--- src/rtl/fetch_queue.sv ---
// Instruction prefetch queue: issues word-aligned fetches, tags in-flight PCs,
// buffers returned instructions for decode, and flushes/refetches on redirect.
module fetch_queue #(
  parameter int              XLEN     = 32,
  parameter int              QDEPTH   = 4,
  parameter logic [XLEN-1:0] RESET_PC = '0
) (
  input  logic            clk,
  input  logic            rst,
  input  logic            redirect_valid,
  input  logic [XLEN-1:0] redirect_pc,
  output logic            imem_req_valid,
  input  logic            imem_req_ready,
  output logic [XLEN-1:0] imem_req_addr,
  input  logic            imem_rsp_valid,
  input  logic [31:0]     imem_rsp_data,
  output logic            dec_valid,
  input  logic            dec_ready,
  output logic [31:0]     dec_instr,
  output logic [XLEN-1:0] dec_pc
);

  localparam int          AW   = $clog2(QDEPTH);
  localparam int          CW   = AW + 1;
  localparam logic [CW:0] QLIM = (CW+1)'(QDEPTH);

  logic [XLEN-1:0] fetch_pc;
  logic            started;
  logic [CW-1:0]   occ;
  logic [CW-1:0]   inflight;
  logic [CW-1:0]   drop_cnt;
  logic [AW-1:0]   tag_wr, tag_rd;
  logic [AW-1:0]   q_wr, q_rd;

  logic [XLEN-1:0] tag_mem [QDEPTH];
  logic [XLEN-1:0] q_pc    [QDEPTH];
  logic [31:0]     q_instr [QDEPTH];

  logic            req_fire;
  logic            rsp_drop;
  logic            enq;
  logic            deq;
  logic [CW:0]     reserved;
  logic [XLEN-1:0] redirect_aligned;

  // Every queue slot is reserved at request time, so a response always has room.
  assign reserved         = {1'b0, occ} + {1'b0, inflight};
  assign imem_req_valid   = started && !redirect_valid && (reserved < QLIM);
  assign imem_req_addr    = fetch_pc & ~XLEN'(3);
  assign redirect_aligned = redirect_pc & ~XLEN'(3);

  assign req_fire = imem_req_valid && imem_req_ready;
  assign rsp_drop = imem_rsp_valid && (drop_cnt != '0);
  assign enq      = imem_rsp_valid && (drop_cnt == '0) && !redirect_valid;
  assign deq      = dec_valid && dec_ready && !redirect_valid;

  assign dec_valid = (occ != '0);
  assign dec_instr = q_instr[q_rd];
  assign dec_pc    = q_pc[q_rd];

  always_ff @(posedge clk or posedge rst) begin
    if (rst) begin
      fetch_pc <= RESET_PC;
      started  <= 1'b0;
      occ      <= '0;
      inflight <= '0;
      drop_cnt <= '0;
      tag_wr   <= '0;
      tag_rd   <= '0;
      q_wr     <= '0;
      q_rd     <= '0;
    end else begin
      started  <= 1'b1;
      inflight <= inflight + CW'(req_fire) - CW'(imem_rsp_valid);
      if (redirect_valid) begin
        // Everything still outstanding after this edge belongs to the old path.
        fetch_pc <= redirect_aligned;
        drop_cnt <= inflight - CW'(imem_rsp_valid);
        occ      <= '0;
        tag_wr   <= '0;
        tag_rd   <= '0;
        q_wr     <= '0;
        q_rd     <= '0;
      end else begin
        if (req_fire) begin
          fetch_pc <= fetch_pc + XLEN'(4);
          tag_wr   <= tag_wr + AW'(1);
        end
        if (rsp_drop) drop_cnt <= drop_cnt - CW'(1);
        if (enq) begin
          q_wr   <= q_wr + AW'(1);
          tag_rd <= tag_rd + AW'(1);
        end
        if (deq) q_rd <= q_rd + AW'(1);
        occ <= occ + CW'(enq) - CW'(deq);
      end
    end
  end

  always_ff @(posedge clk) begin
    if (req_fire) tag_mem[tag_wr] <= imem_req_addr;
    if (enq) begin
      q_pc[q_wr]    <= tag_mem[tag_rd];
      q_instr[q_wr] <= imem_rsp_data;
    end
  end

endmodule

--- config.mk ---
export PLATFORM = sky130hd
export DESIGN_NAME = fetch_queue
export DESIGN_NICKNAME = d
export VERILOG_FILES = /design/src/rtl/fetch_queue.sv
export SDC_FILE = /design/constraint.sdc
export NUM_CORES = 1
export LEC_CHECK = 0
export BUFFER_PORTS_ARGS = -buffer_cell sky130_fd_sc_hd__buf_2
export CORE_MARGIN = 2
export CORE_UTILIZATION = 60
export CTS_BUF_LIST = sky130_fd_sc_hd__clkbuf_8
export DETAILED_ROUTE_END_ITERATION = 10
export HOLD_SLACK_MARGIN = 0.05
export PLACE_DENSITY_LB_ADDON = 0.05
export SYNTH_ARGS = -nofsm -noshare
export SYNTH_HDL_FRONTEND = slang
export SYNTH_SLANG_ARGS = --single-unit
--- constraint.sdc ---
create_clock -name clk -period 3.2 [get_ports clk]
set_input_delay 0.96 -clock clk [delete_from_list [all_inputs] [get_ports clk]]
set_output_delay 0.96 -clock clk [all_outputs]
set_load 0.03 [all_outputs]
==> results of run 1 <==
## through the flow
step | utilization | setup WS [ps] | instances | cell area (um2)
3_5_place_dp | 0.6632 | 189.5 | 1310 | 17770
6_report | 0.7089 | 152.7 | 1432 | 19000
2_1_floorplan | - | 173.5 | 815 | 16280
5_1_grt | 0.7089 | 64.43 | 1432 | 19000
4_1_cts | 0.7089 | 114.6 | 1432 | 19000
3_3_place_gp | 0.6632 | 320.9 | 1310 | 17770
## cell type report
| cell class | instances | share of cell area |
|---|---|---|
| Clock buffer | 68 | 0.04926 |
| Clock inverter | 50 | 0.01126 |
| Inverter | 23 | 0.004544 |
| Multi-Input combinational cell | 337 | 0.1970 |
| Sequential cell | 416 | 0.6452 |
| Tap cell | 341 | 0.02246 |
| Timing Repair Buffer | 197 | 0.07021 |
## cells by family after synthesis
kind of cell	Yosys count	share of synthesized area
flops	416	0.7532
simple gates	130	0.04362
mux	99	0.1317
compound gates	70	0.02985
buf+inv	62	0.01762
fa+ha+maj	21	0.01708
xor+xnor	12	0.006461
other cells	2	0.0004617
## state kept, by name (all words and copies together) (netlist names)
name      cells
q_instr     128
q_pc        120
tag_mem     120
fetch_pc     30
drop_cnt      3
inflight      3
occ           3
q_rd          2
q_wr          2
tag_rd        2
tag_wr        2
started       1
## synthesized netlist by cell type, types with 11 or more instances
| library cell | instances |
|---|---|
| edfxtp_1 | 368 |
| nand3_1 | 16 |
| clkbuf_1 | 13 |
| mux4_2 | 92 |
| ha_1 | 19 |
| buf_2 | 15 |
| and2_1 | 11 |
| o311ai_0 | 11 |
| o21ai_0 | 21 |
| nor2_1 | 26 |
| inv_1 | 21 |
| dfrtp_1 | 48 |
| nand2_1 | 37 |
## where the power goes
part / leakage, nW / switching (mW) / internal [mW]
registers: 3.91 / 0.283 / 6.33
logic: 2.12 / 1.74 / 1.24
clock network: 0.697 / 1.92 / 1.98
total: 6.73 / 3.94 / 9.55
## metal layers
layer | track usage | up-vias | part of all wire
li1 | - | 3769 | -
met1 | 0.3075 | 4432 | 0.40
met2 | 0.3790 | 383 | 0.50
met3 | 0.05284 | 58 | 0.075
met4 | 0.07571 | 0 | 0.022
met5 | 0 | - | 0
## worst reg2reg max path, stage by stage, from the launching register on
cell	delay [ps]
dfrtp_1	430
ha_1	300
nand3_1	70
and4_1	230
buf_4	190
nor2_1	830
o21ai_0	290
o211ai_1	160
## how the worst max path moves through the flow
stage / slack [ps] / endpoint / start
detailed placement: 190 / fetch_pc[7] / redirect_valid
CTS: 110 / dec_instr[9] / q_rd[0]
floorplan: 170 / tag_mem[0][0] / redirect_valid
global placement: 320 / fetch_pc[15] / redirect_valid
global route: 60 / dec_instr[9] / q_rd[0]
finish: 150 / dec_instr[9] / q_rd[0]
==> metrics.md, run 1 <==
| Metric | Value |
|---|---|
| Post-synth EDFFs | 368 |
| P_leak | 6.729 nW |
| Dpl hpwl | 19,710 um |
| Initial Utilization | 0.6069 |
| Synth area leader | edfxtp_1 |
| Crit. End Element | primary output |
| Synth cell types | 55 |
| Top cell type's share of synthesized area | 0.6794 |
| Largest net degree at the start of global routing | 64 |
| Clock Latency Late Sink | 570 ps |
| Routed length per instance | 22.03 um |
| Max stage delay on crit path | 530 ps |
| Reg2reg path depth | 7 |
| Final period util | 0.9523 |
| Mapped Avg Cell Area | 20.03 um2 |
| Max Fclk | 328.2 MHz |
| Crit path depth | 4 |
| Footprint of the multi-input gates | 3744 um2 |
| Die area | 28,440 um2 |
| FFs w/ async S/R, synth | 0.1154 |
| Vias per inst | 6.035 |
| Worst R2R End | fetch_pc[10] |
| Inserted Diodes | 0 |
| DRT Wirelength | 31,550 um |
| Fin crit period | 3047 ps |
| TritonCTS Buffers | 66 |
| I/O pins | 168 |
| 1st-iter DRT viols | 749 |
| Core ar. | 26,800 um2 |
| Share of layout cells above drive strength 1 | 0.3511 |
| Final setup viols | 0 |
| Post-CTS sizing | 0 |
| Fill count | 1,691 |
| Most common cell after layout, fill and taps aside | edfxtp_1 |
| Setup CP Type | reg -> out |
| CP max FO | 7 |
| Worst setup SP type | flip-flop |
| CTS Buffer Depth | 3 |
| Max-cap violations | 0 |
| Post-CTS Setup Inserts | 4 |
| Post-Syn Instances | 812 |
| Number of antenna violations at the first check in global routing | 0 |
| Power per cell area | 710.0 nW/um2 |
| Post-synth top flop | edfxtp_1 |
| Area growth syn-to-layout | 16.80% |
| Setup Skew | 14.53 ps |
| Final net count | 1,132 |
| Slew margin rel. | 0.2788 |
| First-pass GRT wire length | 49,130 um |
| Reg-to-Reg Start | occ[1] |
| Synth area leaders | edfxtp_1 (68%), mux4_2 (13%), dfrtp_1 (7.4%) |
| Total power | 13.49 mW |
| Vias | 8,642 |
| H-tree levels | 3 |
| IO buf count | 161 |
| IR drop worst, VDD | 438.9 uV |
| Worst EP required | 2240 ps |
| Critical-path top delay cell | mux4_2 |
| Slew Limit Fails | 0 |
| CTS tree | yes |
| Seq/Total Area, Yosys | 0.7532 |
| Clock transition at path regs | 60 ps |
| Flop2flop setup slack | 610 ps |
| Final Hold Fails | 0 |
| Final hold slack | 439.6 ps |
| Synthesized cell area | 16,270 um2 |
| Path category of the worst min-delay check | in -> async |
| Die H | 168.7 um |
| Most frequent cells in the layout | edfxtp_1 (368), buf_2 (161), mux4_2 (92) |
| Root Driver | clkbuf_8 |
| Final ANT Viol Nets | 0 |
| Slew @ Worst Pin | 1078 ps |
| RSZ-0062 raised after global routing | no |
| Vias in the first global route | 8,806 |
| Router iterations before antenna repair | 6 |
| Critical path buffers and inverters | 3 |
| Kind of cell adding the most delay to the critical path | multiplexers |
| Flops & latches, synth | 416 |
| Final Wtd Congestion | 0.8874 |
| Yosys warning count | 0 |
| Arrival @ worst endpoint | 2090 ps |
| Clock sinks | 416 |
| Total Routing Usage GR | 0.2290 |
| Die Wd | 168.7 um |
| CTS Hold Bufs | 0 |
| Status | completed |
| Worst path cell trace | buf_12, buf_4, mux4_2, buf_2 |
| Final TNS setup | 0 ps |
| Post-route DRC violation count | 0 |
| FF+latch area | 12,260 um2 |
| Cell row count | 60 |
| Grt total ovfl | 0 |
Power figures use the tool's default switching activity.
==> run 2: changes to the inputs <==
Settings changed: ABC_AREA from default to 1, CELL_PAD_IN_SITES_DETAIL_PLACEMENT from default to 1, CELL_PAD_IN_SITES_GLOBAL_PLACEMENT from default to 2, CORE_UTILIZATION 60 to 42, SKIP_LAST_GASP from default to 1.
==> metrics.md, run 2 <==
| Metric | Value |
|---|---|
| Largest register FFs | 128 |
| Most frequent cells in the layout | edfxtp_1 (368), nor2_1 (233), o21ai_0 (195) |
| Clock sinks | 416 |
| Routed length per instance | 19.52 um |
| Post-synth top cells | edfxtp_1 (368), nor2_1 (241), o21ai_0 (195) |
| Largest net degree at the start of global routing | 66 |
| Max-cap violations | 0 |
| Share of layout cells above drive strength 1 | 0.1949 |
| Post-Syn Instances | 1,391 |
| RSZ-0062 raised after global routing | no |
| Final period util | 0.9602 |
| Max Fclk | 325.5 MHz |
| Footprint of the multi-input gates | 4130 um2 |
| Die area | 41,760 um2 |
| CP max FO | 59 |
| FFs w/ async S/R, synth | 0.1154 |
| Status | completed |
| Area growth syn-to-layout | 17.83% |
| Final Hold Fails | 0 |
| Path category of the worst min-delay check | in -> async |
| Slew @ Worst Pin | 764.4 ps |
| Vias in the first global route | 11,780 |
| CTS tree | yes |
| Vias per inst | 5.177 |
| Clock Latency Late Sink | 600 ps |
| CTS Buffer Depth | 3 |
| Post-synth EDFFs | 368 |
| Initial Utilization | 0.4253 |
| Post-Place Cells | 2,035 |
| Grt total ovfl | 0 |
| Critical-path top delay cell | dfrtp_4 |
| TritonCTS Buffers | 70 |
| Final Util | 0.5011 |
| Fin crit period | 3073 ps |
| Flops & latches, synth | 416 |
| Fill count | 4,246 |
| Die Wd | 204.4 um |
| Crit. End Element | primary output |
| Number of antenna violations at the first check in global routing | 0 |
| Yosys warning count | 0 |
| Setup CP Type | reg -> out |
| Final TNS setup | 0 ps |
| Top sig layer | met4 |
| Worst path cell trace | buf_12, o21ai_0, o22ai_1, buf_2 |
| Synth cell types | 27 |
| Top-count cell post-synth | edfxtp_1 |
| Final ANT Viol Nets | 0 |
| Mapped Avg Cell Area | 12.12 um2 |
| I/O pins | 168 |
| Setup Skew | 14.58 ps |
| Dpl hpwl | 25,950 um |
| Vias | 11,200 |
| CTS Hold Bufs | 0 |
| Worst EP required | 2240 ps |
| P_leak | 7.383 nW |
| Synthesized cell area | 16,860 um2 |
| 1st-iter DRT viols | 498 |
| Slew margin rel. | 0.4872 |
| Core ar. | 39,640 um2 |
| Post-synth top flop | edfxtp_1 |
| Final net count | 1,676 |
| Most common cell after layout, fill and taps aside | edfxtp_1 |
| DR WL met2 | 20,920 um |
| IO buf count | 161 |
| Cell row count | 73 |
| Top cell type's share of synthesized area | 0.6555 |
| Largest Register | q_instr |
| IR drop worst, VDD | 295.9 uV |
| Total Routing Usage GR | 0.2045 |
| Power per cell area | 737.2 nW/um2 |
| Clock transition at path regs | 50 ps |
| Die H | 204.4 um |
| Arrival @ worst endpoint | 2110 ps |
| Seq/Total Area, Yosys | 0.7267 |
| Worst setup SP type | flip-flop |
| Worst setup margin | 127.4 ps |
| First-pass GRT wire length | 65,200 um |
| Post-route DRC violation count | 0 |
| DRT Wirelength | 42,210 um |
| Total power | 14.65 mW |
| Post-Route M1 WL | 18,600 um |
| Synth area leader | edfxtp_1 |
| Slew Limit Fails | 0 |
| Final Wtd Congestion | 0.7439 |
| Post-placement setup slack | 453.2 ps |
| Met3 WL | 1928 um |
| Max stage delay on crit path | 550 ps |
| Biggest regs | q_instr (128), q_pc (120), tag_mem (120) |
| FF+latch area | 12,260 um2 |
| H-tree levels | 3 |
| Synth area leaders | edfxtp_1 (66%), dfrtp_1 (7.1%), o21ai_0 (5.8%) |
| Non-filler instance count after layout | 2,163 |
| Router iterations before antenna repair | 4 |
| Root Driver | clkbuf_8 |
| Final setup viols | 0 |
## run 2: cell types whose count changed after synthesis, sizes merged, moves of 92 or more
cell / previous run / this run
nor2: 26 / 248
mux4: 92 / 0
o21ai: 21 / 195
nand2: 37 / 179
o22ai: 0 / 92
## run 2: kinds of logic after synthesis
logic type               synth area share
XOR/XNOR                         0.006754
AO/OA/AOI/OAI                     0.09856
adder cells (fa/ha/maj)           0.01648
flip-flops                         0.7267
AND/OR/NAND/NOR                    0.1171
other                           0.0004455
buffers and inverters             0.03392
## run 2: stage by stage
step                      hold slack (ps)  area, um2
final                               362.6      19870
after CTS                           328.8      19750
after global placement              554.1      18440
after global routing                359.9      19860
after detailed placement            559.7      18440
after floorplan                     501.1      16890
## run 2: power by group
| part | total [mW] | switching, mW | internal (mW) |
|---|---|---|---|
| clock network | 4.36 | 2.05 | 2.31 |
| registers | 6.72 | 0.340 | 6.38 |
| logic | 3.56 | 2.52 | 1.04 |
## run 2: metal layers
| layer | track usage | up-vias |
|---|---|---|
| li1 | - | 5333 |
| met1 | 0.2606 | 5575 |
| met2 | 0.3534 | 237 |
| met3 | 0.03827 | 52 |
| met4 | 0.06418 | 0 |
| met5 | 0 | - |
## run 2: repair_timing
item	CTS	global route
endpoints found under the setup margin	11	18
pin swaps	0	4
gates resized for setup	3	14
gates cloned	0	2
buffers inserted	0	1
## run 2: worst paths after layout
check | cells past startpoint | startpoint | slack (ps) | endpoint
max | 4 | q_rd[0] | 130 | dec_pc[8]
min | 2 | rst | 360 | drop_cnt[0]
max reg2reg | 12 | drop_cnt[0] | 880 | occ[2]
min reg2reg | 1 | inflight[0] | 560 | inflight[0]
max in group asynchronous | 3 | rst | 2300 | fetch_pc[13]
min in group clk | 1 | inflight[0] | 560 | inflight[0]
## run 2: layout make-up
type	instances	share of cell area
multi-input combinational	837	0.2079
clock buffer	78	0.05404
clock inverter	46	0.01096
inverter	67	0.01291
antenna	1	0.0001260
tap	525	0.03307
timing repair buffer	193	0.06399
sequential	416	0.6170
## run 2: critical path: cells and delay by family, from the launching register on
family | cells | cell delay (ps)
buffers and inverters | 2 | 520
DFF | 1 | 550
AOI/OAI and AO/OA | 2 | 400
==> run 3: changes to the inputs <==
Settings changed: ABC_AREA 1 to default, CORE_UTILIZATION 42 to 47.
==> metrics.md, run 3 (same netlist as run 1, synthesis figures left out) <==
| Metric | Value |
|---|---|
| Status | completed |
| Slew Limit Fails | 0 |
| Core ar. | 34,290 um2 |
| Critical-path top delay cell | mux4_2 |
| Total power | 14.19 mW |
| Cell row count | 68 |
| Final Hold Fails | 0 |
| Final period util | 0.9619 |
| Area growth syn-to-layout | 18.89% |
| Routed length per instance | 22.81 um |
| Post-route DRC violation count | 0 |
| Final net count | 1,135 |
| Path category of the worst min-delay check | in -> async |
| Dpl hpwl | 22,980 um |
| Die H | 190.0 um |
| Reg-to-Reg Start | occ[1] |
| Vias in the first global route | 9,272 |
| Share of layout cells above drive strength 1 | 0.3629 |
| Seq pwr share | 0.467 |
| DR WL met2 | 17,630 um |
| Root Driver | clkbuf_8 |
| Post-Route M1 WL | 15,040 um |
| 1st-iter DRT viols | 467 |
| CP startpoint | q_rd[0] |
| Footprint of the multi-input gates | 3744 um2 |
| CTS Buffer Depth | 3 |
| Worst R2R End | fetch_pc[11] |
| I/O pins | 168 |
| Met3 WL | 2095 um |
| Clock share of power | 0.317 |
| Setup CP Type | reg -> out |
| Setup Skew | 41.69 ps |
| Max Fclk | 324.9 MHz |
| Crit. End Element | primary output |
| Largest net degree at the start of global routing | 38 |
| Max stage delay on crit path | 520 ps |
| Worst Setup EP | dec_pc[20] |
| Flop2flop setup slack | 570 ps |
| First-pass GRT wire length | 54,390 um |
| Power per cell area | 733.7 nW/um2 |
| Vias | 8,465 |
| RSZ-0062 raised after global routing | no |
| Biggest regs | q_instr (128), q_pc (120), tag_mem (120) |
| Post-Place Cells | 1,423 |
| Max-cap violations | 0 |
| Worst path cell trace | buf_12, buf_4, mux4_2, buf_2 |
| H-tree levels | 3 |
| IR drop worst, VDD | 381.1 uV |
| Slew margin rel. | 0.2012 |
| Comb pwr share | 0.216 |
| Net switching power | 4.113 mW |
| Clock sinks | 416 |
| Fill count | 3,110 |
| Final instance area | 19,340 um2 |
| Final TNS setup | 0 ps |
| Placement Cell Area | 17,900 um2 |
| Switching part of the total | 0.2899 |
| Largest Register | q_instr |
| CP max FO | 8 |
| Number of antenna violations at the first check in global routing | 0 |
| Most common cell after layout, fill and taps aside | edfxtp_1 |
| Inserted Diodes | 0 |
| IO buf count | 161 |
| Vias per inst | 5.465 |
| Fin crit period | 3078 ps |
| Die Wd | 190.0 um |
| Final ANT Viol Nets | 0 |
| CTS tree | yes |
| Clock Latency Late Sink | 600 ps |
| Slew @ Worst Pin | 1194 ps |
| Final Wtd Congestion | 0.7920 |
| Total Routing Usage GR | 0.2000 |
| DRT Wirelength | 35,330 um |
| Most frequent cells in the layout | edfxtp_1 (368), buf_2 (161), mux4_2 (92) |
| Final setup viols | 0 |
| Top sig layer | met4 |
| Worst EP required | 2240 ps |
| Clock transition at path regs | 60 ps |
| FF+latch area | 12,260 um2 |
| Grt total ovfl | 0 |
| Non-filler instance count after layout | 1,549 |
| Final Util | 0.5640 |
| Reg2reg path depth | 6 |
| Power Internal | 10.08 mW |
| Worst setup SP type | flip-flop |
| Die area | 36,110 um2 |
| Largest register FFs | 128 |
| TritonCTS Buffers | 69 |
| Initial Utilization | 0.4744 |
| Router iterations before antenna repair | 5 |
| P_leak | 6.801 nW |
| Arrival @ worst endpoint | 2120 ps |
run 3: changes by cell type in the layout (fill, tap and decap cells not counted), moves of 8 or more:
cell      delta
and3_1       +8
inv_1       -34
mux4_2      +92
nand2_1    -138
nand3_1     -47
nor2_1     -207
nor2_2      -10
o21ai_0    -174
o21bai_1     -9
o22ai_1     -85
o311ai_0    +11
run 3: stage by stage:
step	hold slack, ps	worst slack (ps)
floorplan	501.1	173.5
global placement	529.6	314.2
global route	567.7	17.86
finish	534.7	122.0
CTS	534.6	10.80
detailed placement	575.6	89.66
run 3: per-layer routing:
metal | up-vias | GRT usage
li1 | 3769 | -
met1 | 4377 | 0.2682
met4 | 0 | 0.06231
met5 | - | 0
met2 | 268 | 0.3269
met3 | 51 | 0.04759
run 3: timing repair:
action	CTS	global route
resized for setup	2	1
hold buffers	0	0
cloned	0	2
setup buffers	3	0
setup endpoints to repair	55	26
run 3: layout make-up:
type / instances / share of cell area
well taps: 455 / 0.02944
repair buffers: 197 / 0.06988
multi-input cells: 337 / 0.1936
clock buffers: 74 / 0.05267
flip-flops and latches: 416 / 0.6340
inverters: 23 / 0.004464
clock inverters: 47 / 0.01598
run 3: critical path: cells and delay by family, from the launching register on:
kind                   cells  cell delay, ps
DFF                        1             450
buffers and inverters      3             540
muxes                      1             520
run 3: worst min path at each step:
| stage | slack (ps) | cells after the start | endpoint | startpoint |
|---|---|---|---|---|
| final | 530 | 2 | fetch_pc[23] | rst |
| after global routing | 570 | 2 | fetch_pc[28] | rst |
| after CTS | 530 | 2 | inflight[0] | rst |
| after detailed placement | 580 | 1 | inflight[0] | inflight[0] |
| after global placement | 530 | 2 | tag_rd[1] | tag_rd[1] |
| after floorplan | 500 | 1 | inflight[0] | inflight[0] |
run 3: power groups by stage:
stage,clock [mW],combinational (mW),sequential [mW]
finish,4.50,3.06,6.63
detailed placement,0,2.93,6.79
CTS,4.64,3.05,6.63
floorplan,0,2.05,6.70
global route,4.88,3.31,6.67
global placement,0,2.84,6.75
